### config.mk
export PLATFORM = sky130hd
export DESIGN_NAME = bp_update_ctrl
export DESIGN_NICKNAME = d
export VERILOG_FILES = /design/src/rtl/riscv_defines.sv /design/src/rtl/bp_upd_fifo.sv /design/src/rtl/bp_update_ctrl.sv
export SDC_FILE = /design/constraint.sdc
export NUM_CORES = 1
export LEC_CHECK = 0
export CAP_MARGIN = 20
export CORE_ASPECT_RATIO = 0.5
export CORE_UTILIZATION = 30
export CTS_CLUSTER_DIAMETER = 60
export DETAILED_ROUTE_END_ITERATION = 10
export HOLD_SLACK_MARGIN = 0.1
export SYNTH_ARGS = -nofsm -noshare
export SYNTH_HDL_FRONTEND = slang
export SYNTH_SLANG_ARGS = --single-unit
### constraint.sdc
create_clock -name clk -period 5 [get_ports clk]
set_clock_uncertainty 0.05 [all_clocks]
set_input_delay 1.25 -clock clk [delete_from_list [all_inputs] [get_ports clk]]
set_output_delay 1.25 -clock clk [all_outputs]
set_load 0.1 [all_outputs]
### src/rtl/riscv_defines.sv
// rtl/riscv_defines.sv - shared types and defaults for the branch predictor update path
package riscv_defines;

  localparam int BP_ENTRIES_DEFAULT = 64;

  typedef struct packed {
    logic [31:0] pc;
    logic        taken;
    logic [31:0] target;
  } bp_upd_t;

  typedef enum logic {
    S_CLEAR = 1'b0,
    S_IDLE  = 1'b1
  } bp_ctrl_state_t;

endpackage

### src/rtl/bp_upd_fifo.sv
// rtl/bp_upd_fifo.sv - synchronous FIFO of predictor updates with flush
module bp_upd_fifo
  import riscv_defines::*;
#(
  parameter int DEPTH = 4
) (
  input  logic                     clk,
  input  logic                     reset,
  input  logic                     flush,
  input  logic                     push,
  input  bp_upd_t                  push_data,
  input  logic                     pop,
  output bp_upd_t                  pop_data,
  output logic [$clog2(DEPTH):0]   count,
  output logic                     full,
  output logic                     empty
);

  localparam int AW = $clog2(DEPTH);
  localparam int CW = AW + 1;

  bp_upd_t         mem [DEPTH];
  logic [AW-1:0]   wr_ptr;
  logic [AW-1:0]   rd_ptr;
  logic            push_ok;
  logic            pop_ok;

  assign full     = (count == CW'(DEPTH));
  assign empty    = (count == '0);
  assign push_ok  = push && !full;
  assign pop_ok   = pop && !empty;
  assign pop_data = mem[rd_ptr];

  always_ff @(posedge clk) begin
    if (reset || flush) begin
      wr_ptr <= '0;
      rd_ptr <= '0;
      count  <= '0;
    end else begin
      if (push_ok) wr_ptr <= wr_ptr + 1'b1;
      if (pop_ok)  rd_ptr <= rd_ptr + 1'b1;
      count <= count + CW'(push_ok) - CW'(pop_ok);
    end
  end

  // Storage needs no reset; validity is tracked entirely by count.
  always_ff @(posedge clk) begin
    if (push_ok) mem[wr_ptr] <= push_data;
  end

endmodule

### src/rtl/bp_update_ctrl.sv
// rtl/bp_update_ctrl.sv - BHT/BTB write sequencer: mispredict redirect, update FIFO, entry-clear walk
// Optional stat_cflow/stat_mispred counters built when BP_UPDATE_STATS_EN is defined.
module bp_update_ctrl
  import riscv_defines::*;
#(
  parameter int ENTRIES    = BP_ENTRIES_DEFAULT,
  parameter int FIFO_DEPTH = 4
) (
  input  logic                       clk,
  input  logic                       reset,
  input  logic                       flush_req,
  input  logic                       ex_cflow_valid,
  input  logic [31:0]                ex_pc,
  input  logic                       ex_taken,
  input  logic [31:0]                ex_target,
  input  logic                       ex_pred_taken,
  input  logic [31:0]                ex_pred_target,
  output logic                       ex_stall,
  output logic                       mispredict,
  output logic [31:0]                redirect_pc,
  output logic                       upd_valid,
  output logic [31:0]                upd_pc,
  output logic                       upd_taken,
  output logic [31:0]                upd_target,
  output logic                       clr_valid,
  output logic [$clog2(ENTRIES)-1:0] clr_index,
  output logic                       busy
`ifdef BP_UPDATE_STATS_EN
  ,
  output logic [31:0]                stat_cflow,
  output logic [31:0]                stat_mispred
`endif
);

  localparam int IW = $clog2(ENTRIES);
  localparam int CW = $clog2(FIFO_DEPTH) + 1;

  bp_ctrl_state_t  state, state_nxt;
  logic [IW-1:0]   clr_idx, clr_idx_nxt;

  bp_upd_t         fifo_head;
  bp_upd_t         fifo_in;
  logic [CW-1:0]   fifo_count;
  logic            fifo_full;
  logic            fifo_empty;
  logic            enq;
  logic            push;
  logic            pop;

  always_ff @(posedge clk) begin
    if (reset) begin
      state   <= S_CLEAR;
      clr_idx <= '0;
    end else begin
      state   <= state_nxt;
      clr_idx <= clr_idx_nxt;
    end
  end

  always_comb begin
    state_nxt   = state;
    clr_idx_nxt = clr_idx;
    ex_stall    = 1'b0;
    enq         = 1'b0;
    push        = 1'b0;
    pop         = 1'b0;
    mispredict  = 1'b0;
    redirect_pc = '0;
    upd_valid   = 1'b0;
    upd_pc      = '0;
    upd_taken   = 1'b0;
    upd_target  = '0;
    clr_valid   = 1'b0;
    clr_index   = '0;
    busy        = 1'b1;

    case (state)
      S_CLEAR: begin
        if (clr_idx == IW'(ENTRIES - 1)) begin
          state_nxt   = S_IDLE;
          clr_idx_nxt = '0;
        end else begin
          clr_idx_nxt = clr_idx + 1'b1;
        end
      end
      default: ;
    endcase
    if (flush_req) begin
      state_nxt   = S_CLEAR;
      clr_idx_nxt = '0;
    end

    // Everything visible stays quiet while reset is held; only busy reports activity.
    if (!reset) begin
      ex_stall    = ex_cflow_valid && fifo_full;
      enq         = ex_cflow_valid && !ex_stall;
      push        = enq && !flush_req;
      mispredict  = enq && ((ex_taken != ex_pred_taken) ||
                            (ex_taken && (ex_target != ex_pred_target)));
      redirect_pc = ex_taken ? ex_target : ex_pc + 32'd4;
      pop         = (state == S_IDLE) && !fifo_empty;
      upd_valid   = pop;
      if (pop) begin
        upd_pc     = fifo_head.pc;
        upd_taken  = fifo_head.taken;
        upd_target = fifo_head.target;
      end
      clr_valid   = (state == S_CLEAR);
      clr_index   = clr_idx;
      busy        = (state == S_CLEAR) || !fifo_empty;
    end
  end

  assign fifo_in = '{pc: ex_pc, taken: ex_taken, target: ex_target};

  bp_upd_fifo #(
    .DEPTH(FIFO_DEPTH)
  ) u_fifo (
    .clk      (clk),
    .reset    (reset),
    .flush    (flush_req),
    .push     (push),
    .push_data(fifo_in),
    .pop      (pop),
    .pop_data (fifo_head),
    .count    (fifo_count),
    .full     (fifo_full),
    .empty    (fifo_empty)
  );

`ifdef BP_UPDATE_STATS_EN
  logic [31:0] cflow_cnt;
  logic [31:0] mispred_cnt;

  // Saturating; flush_req deliberately leaves these alone.
  always_ff @(posedge clk) begin
    if (reset) begin
      cflow_cnt   <= '0;
      mispred_cnt <= '0;
    end else begin
      if (push && (cflow_cnt != 32'hFFFF_FFFF))         cflow_cnt   <= cflow_cnt + 32'd1;
      if (mispredict && (mispred_cnt != 32'hFFFF_FFFF)) mispred_cnt <= mispred_cnt + 32'd1;
    end
  end

  assign stat_cflow   = reset ? '0 : cflow_cnt;
  assign stat_mispred = reset ? '0 : mispred_cnt;
`endif

endmodule

==> impl_results.md, run 1 <==
- H-Tree Depth: 1
- Cell with the most instances after synthesis: edfxtp_1
- Xor/xnor cell area share of the yosys netlist: around 4.7%
- DRT Wirelength: 33.1 mm
- Clock Tree Root: clkbuf_16
- Final core occ: 42.9%
- Startpoint Class: input pin
- Die W: roughly 290 um
- Drt drc: 0
- Vias in the first global route: approximately 7600
- Leak pwr: roughly 5.7 nW
- Post-Synthesis Mean Instance Area: 16.5 sq um
- Main combinational cell family by area after synthesis: multiplexers
- Initial DRC Count: 381
- Total gr overflow: 0
- Sequential share of the synthesized area: 67.4%
- Most frequent cells after synthesis: edfxtp_1 (260), and2_1 (70), mux4_2 (65)
- RD Place Congestion: 0.848
- Area share of fa/ha/maj cells after synthesis: 0.996%
- Setup TNS: 0 ps
- Gate power share: 10.1%
- Initial antenna violation count: 1
- Main area contributors after synthesis: edfxtp_1 (65%), mux4_2 (12%), and2_1 (3.6%)
- Fill cells: about 3500
- Share of cells above drive strength 1: between 20% and 30%
- Maximum clock frequency: 207 MHz
- Nets: approximately 1100
- Part of the power in registers: a little under 50%
- Postcts setup bufs: 0
- Total power after layout: around 5.2 mW
- Clock share of power: 40.6%
- Final Hold Slack: ~470 ps
- Post-synth top area share: between 60% and 70%
- Routed vias/inst: approximately 4.8
- Synth warn: 0
- Post-Synth Simple-Gate Area: around 9.7%
- Syn nets: around 840
- Routed Antenna Nets: 0
- Clk buf depth: 3
- CP endpoint kind: output port
- Routed vias: between 7000 and 8000
- Worst Path Arrival: 3540 ps
- Net Sw Frac: 22.8%
- Area leader, netlist: edfxtp_1
- Hold buffer count at cts: 0
- Die Area: approximately 41000 sq um
- Internal power: ~4 mW
- Multi-input gate area: between 3000 and 4000 sq um
- Fin crit period: just under 5000 ps
- CTS-repair resized insts: 0
- Flops & latches, synth: about 280
- Dpl hpwl: roughly 23 mm
- Number of buffers created by CTS: 27
- CTS clk-pin slew, worst paths: approximately 60 ps
- Most frequent CP cell: nor4_1
- WL per Instance: approximately 22 um
- Critical path cell sequence: clkdlybuf4s50_1 > xor2_1 > nor4_1 > buf_4 > nand4_1 > nor4_1 > nor4_2 > buf_12
- Final Hold Fails: 0
- Flip-flop and latch area: approximately 8100 sq um
- Compound-Gate Fraction of Synth Area: under 10%
- Chip height: 144 um
- RSZ-0062 raised after global routing: no
- Total I/O pin count: 210
- Clock Sinks: approximately 280
- Max_slew headroom: 51.8%
- IO buf count: roughly 210
- Max incr delay on CP: 560 ps
- Largest net degree at the start of global routing: 53
- Final setup viols: 0
- Psw: approximately 1.2 mW
- Max VDD drop: between 200 and 250 uV
- Worst-skew pair later-pin latency: between 500 and 600 ps
- GRT Util Overall: between 10% and 20%
- Outcome: finished, final reports clean
- First-pass GRT wire length: about 48 mm
- Cell Pwr Density: about 300 nW/um^2
- Cell count after synthesis: about 730
- Multiplexer share of the synthesized area: between 10% and 20%
- Row cnt: just over 50
- Starting Density: 30.7%
- Layout area overhead: 39.5%
- Kind of critical path: in2out
- CP Data Required Time: 3700 ps
- CP max FO: 6
- Post-synth EDFFs: 260
- Main synth FF type: edfxtp_1
- TritonCTS clock tree: done
- MaxCap Viol Count: 0
- Max-slew violations: 0
- Final period util: between 90 and 100%
- CP max-delay cell: nor4_1
- Hold Path Class: reg2reg
- Core area: around 39000 sq um
- Worst Max-Slew Pin Slew: slightly above 700 ps
- FFs w/ async S/R, synth: 0%
- Mapped cell area: around 12000 sq um
- Yosys cell types: 36
- Pre-Repair DR Iteration Count: 4
area by class of cell:
type                            instances  area share [%]
Antenna cell                            1          0.0149
Clock buffer                           29            4.06
Clock inverter                         19            1.36
Inverter                               20           0.446
Multi-Input combinational cell        398            22.2
Sequential cell                       276            48.3
Tap cell                              530            3.94
Timing Repair Buffer                  248            19.7
cell usage in the layout, fill, tap and decap left out, drive strengths merged, types with 3 or more instances in the layout:
master and n:
clkbuf 29, and3 5, edfxtp 260, bufinv 5, mux4 65, nor2 42
clkdlybuf4s50 99, o21a 12, clkinv 10, xor2 37, nand2 13, and2 70
dfxtp 16, mux2i 13, clkinvlp 3, nor3 10, ha 8, nand3 20
inv 21, a21oi 22, nand4 12, and4 3, buf 149, nor2b 16
xnor2 28, a21o 3, nor4 14
per-stage QoR:
stage	instances	cell area [sq um]	setup slack, ps
CTS	1520	16800	78.2
detailed placement	1472	15900	96.2
floorplan	732	12100	189
global route	1521	16800	56.5
finish	1521	16800	160
global placement	1472	15900	143
registers in the layout (all words and copies together), names as in the netlist, named ones only:
register / flops
u_fifo.mem: 260
clr_idx: 6
u_fifo.count: 3
u_fifo.rd_ptr: 2
u_fifo.wr_ptr: 2
state: 1
power by group through the flow:
stage / clock network, mW / logic, mW / registers [mW]
finish: 2.10 / 0.521 / 2.56
global route: 2.23 / 0.542 / 2.56
CTS: 2.15 / 0.524 / 2.56
detailed placement: 0 / 0.523 / 2.61
global placement: 0 / 0.518 / 2.60
floorplan: 0 / 0.248 / 2.61
per-layer routing:
layer,global-route usage [%],up-vias,share of wire (%)
met5,0,-,0
met4,4.53,0,2.4
met3,2.22,46,3.3
met2,29.1,150,53
met1,19.1,3785,41
li1,-,3273,-
path summary, 6_finish.rpt:
kind | from | endpoint | depth (start not counted) | slack, ps
setup / recovery | ex_target[28] | mispredict | 8 | 160
setup reg to reg | state$_SDFF_PP0_ | u_fifo.count[2]$_SDFF_PP0_ | 11 | 2150
hold / removal | u_fifo.wr_ptr[1]$_SDFFE_PP0N_ | u_fifo.wr_ptr[1]$_SDFFE_PP0N_ | 2 | 470
hold reg to reg | u_fifo.wr_ptr[1]$_SDFFE_PP0N_ | u_fifo.wr_ptr[1]$_SDFFE_PP0N_ | 2 | 470
kinds of logic after synthesis:
| family | after synthesis |
|---|---|
| flops | 276 |
| compound gates | 38 |
| xor+xnor | 65 |
| fa+ha+maj | 9 |
| mux | 78 |
| simple gates | 208 |
| buf+inv | 58 |
worst max-delay path, delay by kind of cell:
family,cells,cell delay (ps)
AND/OR/NAND/NOR,4,1130
XOR/XNOR,1,210
buffers and inverters,3,950
(Power assumes the default switching activity.)
==> inputs of run 2 (changes only) <==
==> constraint.sdc (replaced) <==
create_clock -name clk -period 5.4 [get_ports clk]
set_clock_uncertainty 0.05 [all_clocks]
set_input_delay 1.35 -clock clk [delete_from_list [all_inputs] [get_ports clk]]
set_output_delay 1.35 -clock clk [all_outputs]
set_load 0.1 [all_outputs]
==> run 2 against run 1 <==
Utilization fell by 0.11 points. Final area fell by 0.25%. Routed wire length fell by 3.4%. Global-route usage fell by 0.37 points. Critical path type unchanged.
==> impl_results.md, run 2 (synthesized netlist as in run 1, its figures left out) <==
- Core area: 39200 sq um (unchanged)
- Routed vias: 7214 (-0.55%)
- Layout area overhead: 39.2%
- Die W: 285 um (unchanged)
- Commonest non-fill, non-tap cells in the layout: edfxtp_1 (260), clkdlybuf4s50_1 (99), buf_12 (95)
- Worst Path Arrival: 3660 ps (+120 ps)
- Net Sw Frac: 23.0% (+0.25 points)
- Number of buffers created by CTS: 28 (+3.7%)
- Clk buf depth: 3 (unchanged)
- Starting Density: 30.7% (unchanged)
- Commonest non-fill, non-tap cell in the layout: edfxtp_1
- Hold buffer count at cts: 0 (unchanged)
- CP max-delay cell: nor4_1
- Row cnt: 51 (unchanged)
- RD Place Congestion: 0.841 (-0.73%)
- Worst Max-Slew Pin Slew: 944 ps (+221 ps)
- Share of cells above drive strength 1: 27.6% (-0.49 points)
- Max_slew headroom: 37.1% (-15 points)
- Biggest regs: u_fifo.mem x260, clr_idx x6, u_fifo.count x3
- First-pass GRT wire length: 46.6 mm (-2.2%)
- Total I/O pin count: 210 (unchanged)
- Final setup viols: 0 (unchanged)
- Met3 GRT Util: 2.13% (-0.095 points)
- CTS-repair resized insts: 0 (unchanged)
- Gate power share: 9.9% (-0.2 points)
- Met2 Track Usage GR: 27.3% (-1.9 points)
- Outcome: finished, final reports clean
- Final period util: 93.6%
- CP endpoint kind: output port
- RSZ-0062 raised after global routing: no
- GRT Util Overall: 15.3% (-0.37 points)
- Kind of critical path: in2out
- Postcts setup bufs: 0 (unchanged)
- Fin crit period: around 5100 ps
- Vias in the first global route: 7389 (-2.1%)
- Final Hold Fails: 0 (unchanged)
- Startpoint Class: input pin
- Initial antenna violation count: 1 (unchanged)
- Total gr overflow: 0 (unchanged)
- Largest net degree at the start of global routing: 59 (+11%)
- Routed Antenna Nets: 0 (unchanged)
- Most frequent CP cell: nor4_1
- CP Data Required Time: 4000 ps (+300 ps)
- Max incr delay on CP: 610 ps (+50 ps)
- Setup TNS: 0 ps (unchanged)
- Hold Path Class: reg2reg
- Routed vias/inst: 4.76 (-0.29%)
- CP max FO: 6 (unchanged)
- Psw: 1.11 mW (-6.2%)
- Part of the power in registers: 49.3% (about the same)
- Max reg flops: 260 (unchanged)
- Critical path cell sequence: clkdlybuf4s50_1 > xor2_1 > nor4_1 > buf_4 > nand2_1 > nor4_1 > nor4_2 > buf_12
- MaxCap Viol Count: 0 (unchanged)
- Nets: 1077 (-0.46%)
- Drt drc: 0 (unchanged)
- Initial DRC Count: 397 (+4.2%)
- Max-slew violations: 0 (unchanged)
- Worst hold stages: 2 (unchanged)
- WL per Instance: 21.1 um (-3.1%)
- Clock share of power: 40.9% (+0.3 points)
- TritonCTS clock tree: done
- Worst Hold End: u_fifo.wr_ptr[1]$_SDFFE_PP0N_
- Worst-skew pair later-pin latency: 550 ps (+20 ps)
- Biggest register: u_fifo.mem
- Pre-Repair DR Iteration Count: 4 (unchanged)
- GRT Max-Usage Layer: met2
- Die Area: 41000 sq um (unchanged)
- IO buf count: 209 (unchanged)
- Chip height: 144 um (unchanged)
- Reg-to-reg critical path endpoint: u_fifo.count[2]$_SDFF_PP0_
- Final core occ: 42.8% (-0.11 points)
- Internal power: 3.70 mW (-7.5%)
- Hold Crit Start: u_fifo.wr_ptr[1]$_SDFFE_PP0N_
- Clock Tree Root: clkbuf_16
- DRT Wirelength: 32.0 mm (-3.4%)
- M1 GR Usage: 19.5% (+0.46 points)
- R2R setup slack: 2370 ps (+220 ps)
- Cell Pwr Density: 286 nW/um^2 (-7.0%)
- FF-to-FF Start: state$_SDFF_PP0_
- Reg2Reg Depth: 11 (unchanged)
- Leak pwr: 5.64 nW (-0.34%)
- Dpl hpwl: 22.2 mm (-3.8%)
- H-Tree Depth: 1 (unchanged)
- CTS clk-pin slew, worst paths: 60 ps (about the same)
- Max VDD drop: 201 uV (-14%)
- Maximum clock frequency: approximately 200 MHz
- Clock Sinks: 276 (unchanged)
==> run 2: cell type report <==
class / instances / area (sq um)
Antenna cell: 1 / 2.50
Inverter: 20 / 75.1
Timing Repair Buffer: 242 / 3250
Fill cell: 3457 / 22500
Multi-Input combinational cell: 398 / 3720
Clock buffer: 34 / 764
Clock inverter: 16 / 170
Tap cell: 530 / 663
Sequential cell: 276 / 8130
==> run 2: per-layer routing <==
layer  wire [um]  share of wire (%)  vias up
met1       13200                 41     3768
met4         702                2.2        0
met3         880                2.8       40
li1            -                  -     3264
met5           0                  0        -
met2       17200                 54      142
==> run 2: worst max path at each step <==
| stage | end | cells past startpoint | start | slack (ps) |
|---|---|---|---|---|
| 2_1_floorplan | ex_stall | 3 | reset | 60 |
| 3_3_place_gp | mispredict | 8 | ex_target[28] | 380 |
| 3_5_place_dp | mispredict | 8 | ex_target[11] | 340 |
| 4_1_cts | redirect_pc[18] | 8 | ex_pc[2] | 340 |
| 5_1_grt | redirect_pc[18] | 8 | ex_pc[2] | 190 |
| 6_report | mispredict | 8 | ex_target[11] | 340 |
==> run 2: power groups by stage <==
| stage | clock network [mW] | registers [mW] | logic, mW |
|---|---|---|---|
| floorplan | 0 | 2.41 | 0.230 |
| global placement | 0 | 2.41 | 0.471 |
| detailed placement | 0 | 2.41 | 0.476 |
| CTS | 2.01 | 2.37 | 0.477 |
| global route | 2.09 | 2.37 | 0.495 |
| finish | 1.96 | 2.37 | 0.474 |
==> run 2: critical path, delay by kind of cell <==
kind / cells / cell delay (ps)
XOR/XNOR: 1 / 220
buffers and inverters: 3 / 980
AND/OR/NAND/NOR: 4 / 1100
==> run 2: stage by stage <==
step	hold WS [ps]	instance area (sq um)	worst slack [ps]	cells	power, mW
final	469	16800	343	1517	4.81
after global routing	502	16800	189	1517	4.95
after CTS	469	16800	336	1516	4.85
after detailed placement	460	15800	344	1466	2.89
after global placement	429	15800	376	1466	2.88
after floorplan	417	12100	61.0	732	2.64
==> inputs of run 3 (changes only) <==
--- a/config.mk
+++ b/config.mk
@@ -13,4 +13,6 @@
 export HOLD_SLACK_MARGIN = 0.1
 export SYNTH_ARGS = -nofsm -noshare
 export SYNTH_HDL_FRONTEND = slang
+export SYNTH_HIERARCHICAL = 1
 export SYNTH_SLANG_ARGS = --single-unit
+export TNS_END_PERCENT = 100
==> constraint.sdc (replaced) <==
create_clock -name clk -period 4.5 [get_ports clk]
set_clock_uncertainty 0.05 [all_clocks]
set_input_delay 1.125 -clock clk [delete_from_list [all_inputs] [get_ports clk]]
set_output_delay 1.125 -clock clk [all_outputs]
set_load 0.1 [all_outputs]
==> run 3 against run 2 <==
Critical path depth unchanged. Utilization up 1.4 points. Highest routed layer unchanged. Setup slack worse by 250 ps.
==> impl_results.md, run 3 <==
- Share of cells above drive strength 1: 32.6% (+5.0 points)
- GRT Util Overall: 16.3% (+0.97 points)
- Clock Sinks: 276 (unchanged)
- Flops & latches, synth: 276 (unchanged)
- DRT Wirelength: 33.8 mm (+5.6%)
- Initial DRC Count: 509 (+28%)
- Cell Pwr Density: 322 nW/um^2 (+13%)
- Initial antenna violation count: 0 (-1)
- RSZ-0062 raised after global routing: yes
- Final setup viols: 0 (unchanged)
- Final core occ: 44.1% (+1.4 points)
- Row cnt: 51 (unchanged)
- Layout area overhead: 43.6%
- Fin crit period: roughly 4400 ps
- Multi-input gate area: 3870 sq um (+3.9%)
- Final Hold Slack: 446 ps (-22.5 ps)
- Die W: 286 um (+0.10%)
- Sequential share of the synthesized area: 67.3% (-0.14 points)
- Final period util: 97.9%
- FFs w/ async S/R, synth: 0% (unchanged)
- CP max FO: 4 (-2)
- Yosys cell types: 42 (+17%)
- Hold buffer count at cts: 0 (unchanged)
- Core area: 39300 sq um (+0.16%)
- Worst-skew pair later-pin latency: 530 ps (-20 ps)
- First-pass GRT wire length: 49.3 mm (+5.7%)
- Routed vias: 7377 (+2.3%)
- Dpl hpwl: 24.7 mm (+11%)
- Vias in the first global route: 7591 (+2.7%)
- Post-synth EDFFs: 260 (unchanged)
- Hold Path Class: reg2reg
- MaxCap Viol Count: 0 (unchanged)
- Max-slew violations: 0 (unchanged)
- Clk buf depth: 3 (unchanged)
- Clock Tree Root: clkbuf_16
- Final Hold Fails: 0 (unchanged)
- Post-Synthesis Mean Instance Area: 16.8 sq um (+1.7%)
- Main area contributors after synthesis: edfxtp_1 (65%), mux4_2 (12%), and2_1 (3.5%)
- CTS clk-pin slew, worst paths: 60 ps (about the same)
- Cell count after synthesis: 721 (-1.5%)
- Main synth FF type: edfxtp_1
- Antenna cells: 0 (-1)
- IO buf count: 209 (unchanged)
- CP endpoint kind: output port
- Setup TNS: 0 ps (unchanged)
- Worst Max-Slew Pin Slew: 646 ps (-298 ps)
- RD Place Congestion: 0.887 (+5.5%)
- CP Data Required Time: 3320 ps (-680 ps)
- Biggest register: u_fifo/mem
- Total gr overflow: 0 (unchanged)
- Total power after layout: 5.59 mW (+16%)
- Startpoint Class: input pin
- Starting Density: 30.7% (about the same)
- Largest net degree at the start of global routing: 43 (-27%)
- Routed Antenna Nets: 0 (unchanged)
- Commonest non-fill, non-tap cell in the layout: edfxtp_1
- Routed vias/inst: 4.75 (about the same)
- Total I/O pin count: 210 (unchanged)
- Biggest regs: u_fifo/mem x260, clr_idx x6, u_fifo/count x3
- Mapped cell area: 12100 sq um (+0.21%)
- TritonCTS clock tree: done
- Worst Path Arrival: 3230 ps (-430 ps)
- Outcome: finished, final reports clean
- Most frequent cells after synthesis: edfxtp_1 (260), and2_1 (68), mux4_2 (65)
- Commonest non-fill, non-tap cells in the layout: edfxtp_1 (260), buf_12 (112), clkdlybuf4s50_1 (100)
- Fill cells: 3445 (-0.35%)
- Cell with the most instances after synthesis: edfxtp_1
- H-Tree Depth: 1 (unchanged)
- Syn nets: 832 (-1.3%)
- Leak pwr: 5.82 nW (+3.2%)
- Drt drc: 0 (unchanged)
- Area leader, netlist: edfxtp_1
- Flip-flop and latch area: 8130 sq um (unchanged)
- Max reg flops: 260 (unchanged)
- Post-synth top area share: 64.6% (-0.13 points)
- Pre-Repair DR Iteration Count: 5 (+1)
- WL per Instance: 21.8 um (+3.3%)
- Die Area: 41100 sq um (+0.21%)
- Maximum clock frequency: 227 MHz
- Chip height: 144 um (+0.10%)
- Synth warn: 6 (+6)
- Number of buffers created by CTS: 27 (-3.6%)
- Kind of critical path: in2out
- Nets: 1113 (+3.3%)
- Max VDD drop: 236 uV (+18%)
- Max_slew headroom: 56.9% (+20 points)
## run 3: layout make-up
cell class	count	area share, %
Clock buffer	40	4.34
Clock inverter	9	0.498
Inverter	10	0.216
Multi-Input combinational cell	400	22.3
Sequential cell	276	46.9
Tap cell	530	3.82
Timing Repair Buffer	287	21.9
## run 3: critical path: stages
cell,delay (ps)
clkdlybuf4s50_1,520
ha_1,180
nand2_1,170
nor3_2,340
nand4_1,150
xor2_1,170
a211oi_2,350
buf_12,220
## run 3: final timing paths
path | start | endpoint | slack [ps] | cells after the start
max | ex_pc[3] | redirect_pc[26] | 100 | 8
min | u_fifo/rd_ptr[0]$_SDFFE_PP0P_ | flip-flop | 450 | 2
max reg2reg | u_fifo/count[1]$_SDFF_PP0_ | u_fifo/count[2]$_SDFF_PP0_ | 1680 | 11
min reg2reg | u_fifo/rd_ptr[0]$_SDFFE_PP0P_ | flip-flop | 450 | 2
## run 3: logic make-up after synthesis
group           share of synthesized area (%)
compound gates                           2.04
xor+xnor                                 4.71
fa+ha+maj                               0.994
buf+inv                                  1.85
flops                                    67.3
mux                                      12.8
simple gates                             10.3
## run 3: repair_timing
action,in CTS,in global routing
buffers inserted,0,1
resized for setup,0,1
setup endpoints to repair,0,9
endpoints found under the hold margin,0,0
## run 3: power by group
| group | internal (mW) | switching (mW) |
|---|---|---|
| sequential | 2.83 | 0.00563 |
| combinational | 0.250 | 0.373 |
| clock | 1.22 | 0.910 |
## run 3: metal layers
metal	share of wire [%]	global-route usage (%)	wire (um)	up-vias
met3	3.4	2.29	1160	61
met2	53	28.6	17800	164
met4	3.2	5.38	1080	0
li1	-	-	-	3343
met5	0	0	0	-
met1	41	20.9	13700	3809
## run 3: per-stage QoR
stage / cells / cell area [sq um] / worst slack (ps)
2_1_floorplan: 721 / 12200 / -916
6_report: 1552 / 17300 / 95.1
4_1_cts: 1551 / 17300 / 38.3
5_1_grt: 1552 / 17300 / -42.3
3_5_place_dp: 1502 / 16500 / 46.7
3_3_place_gp: 1502 / 16500 / 95.9
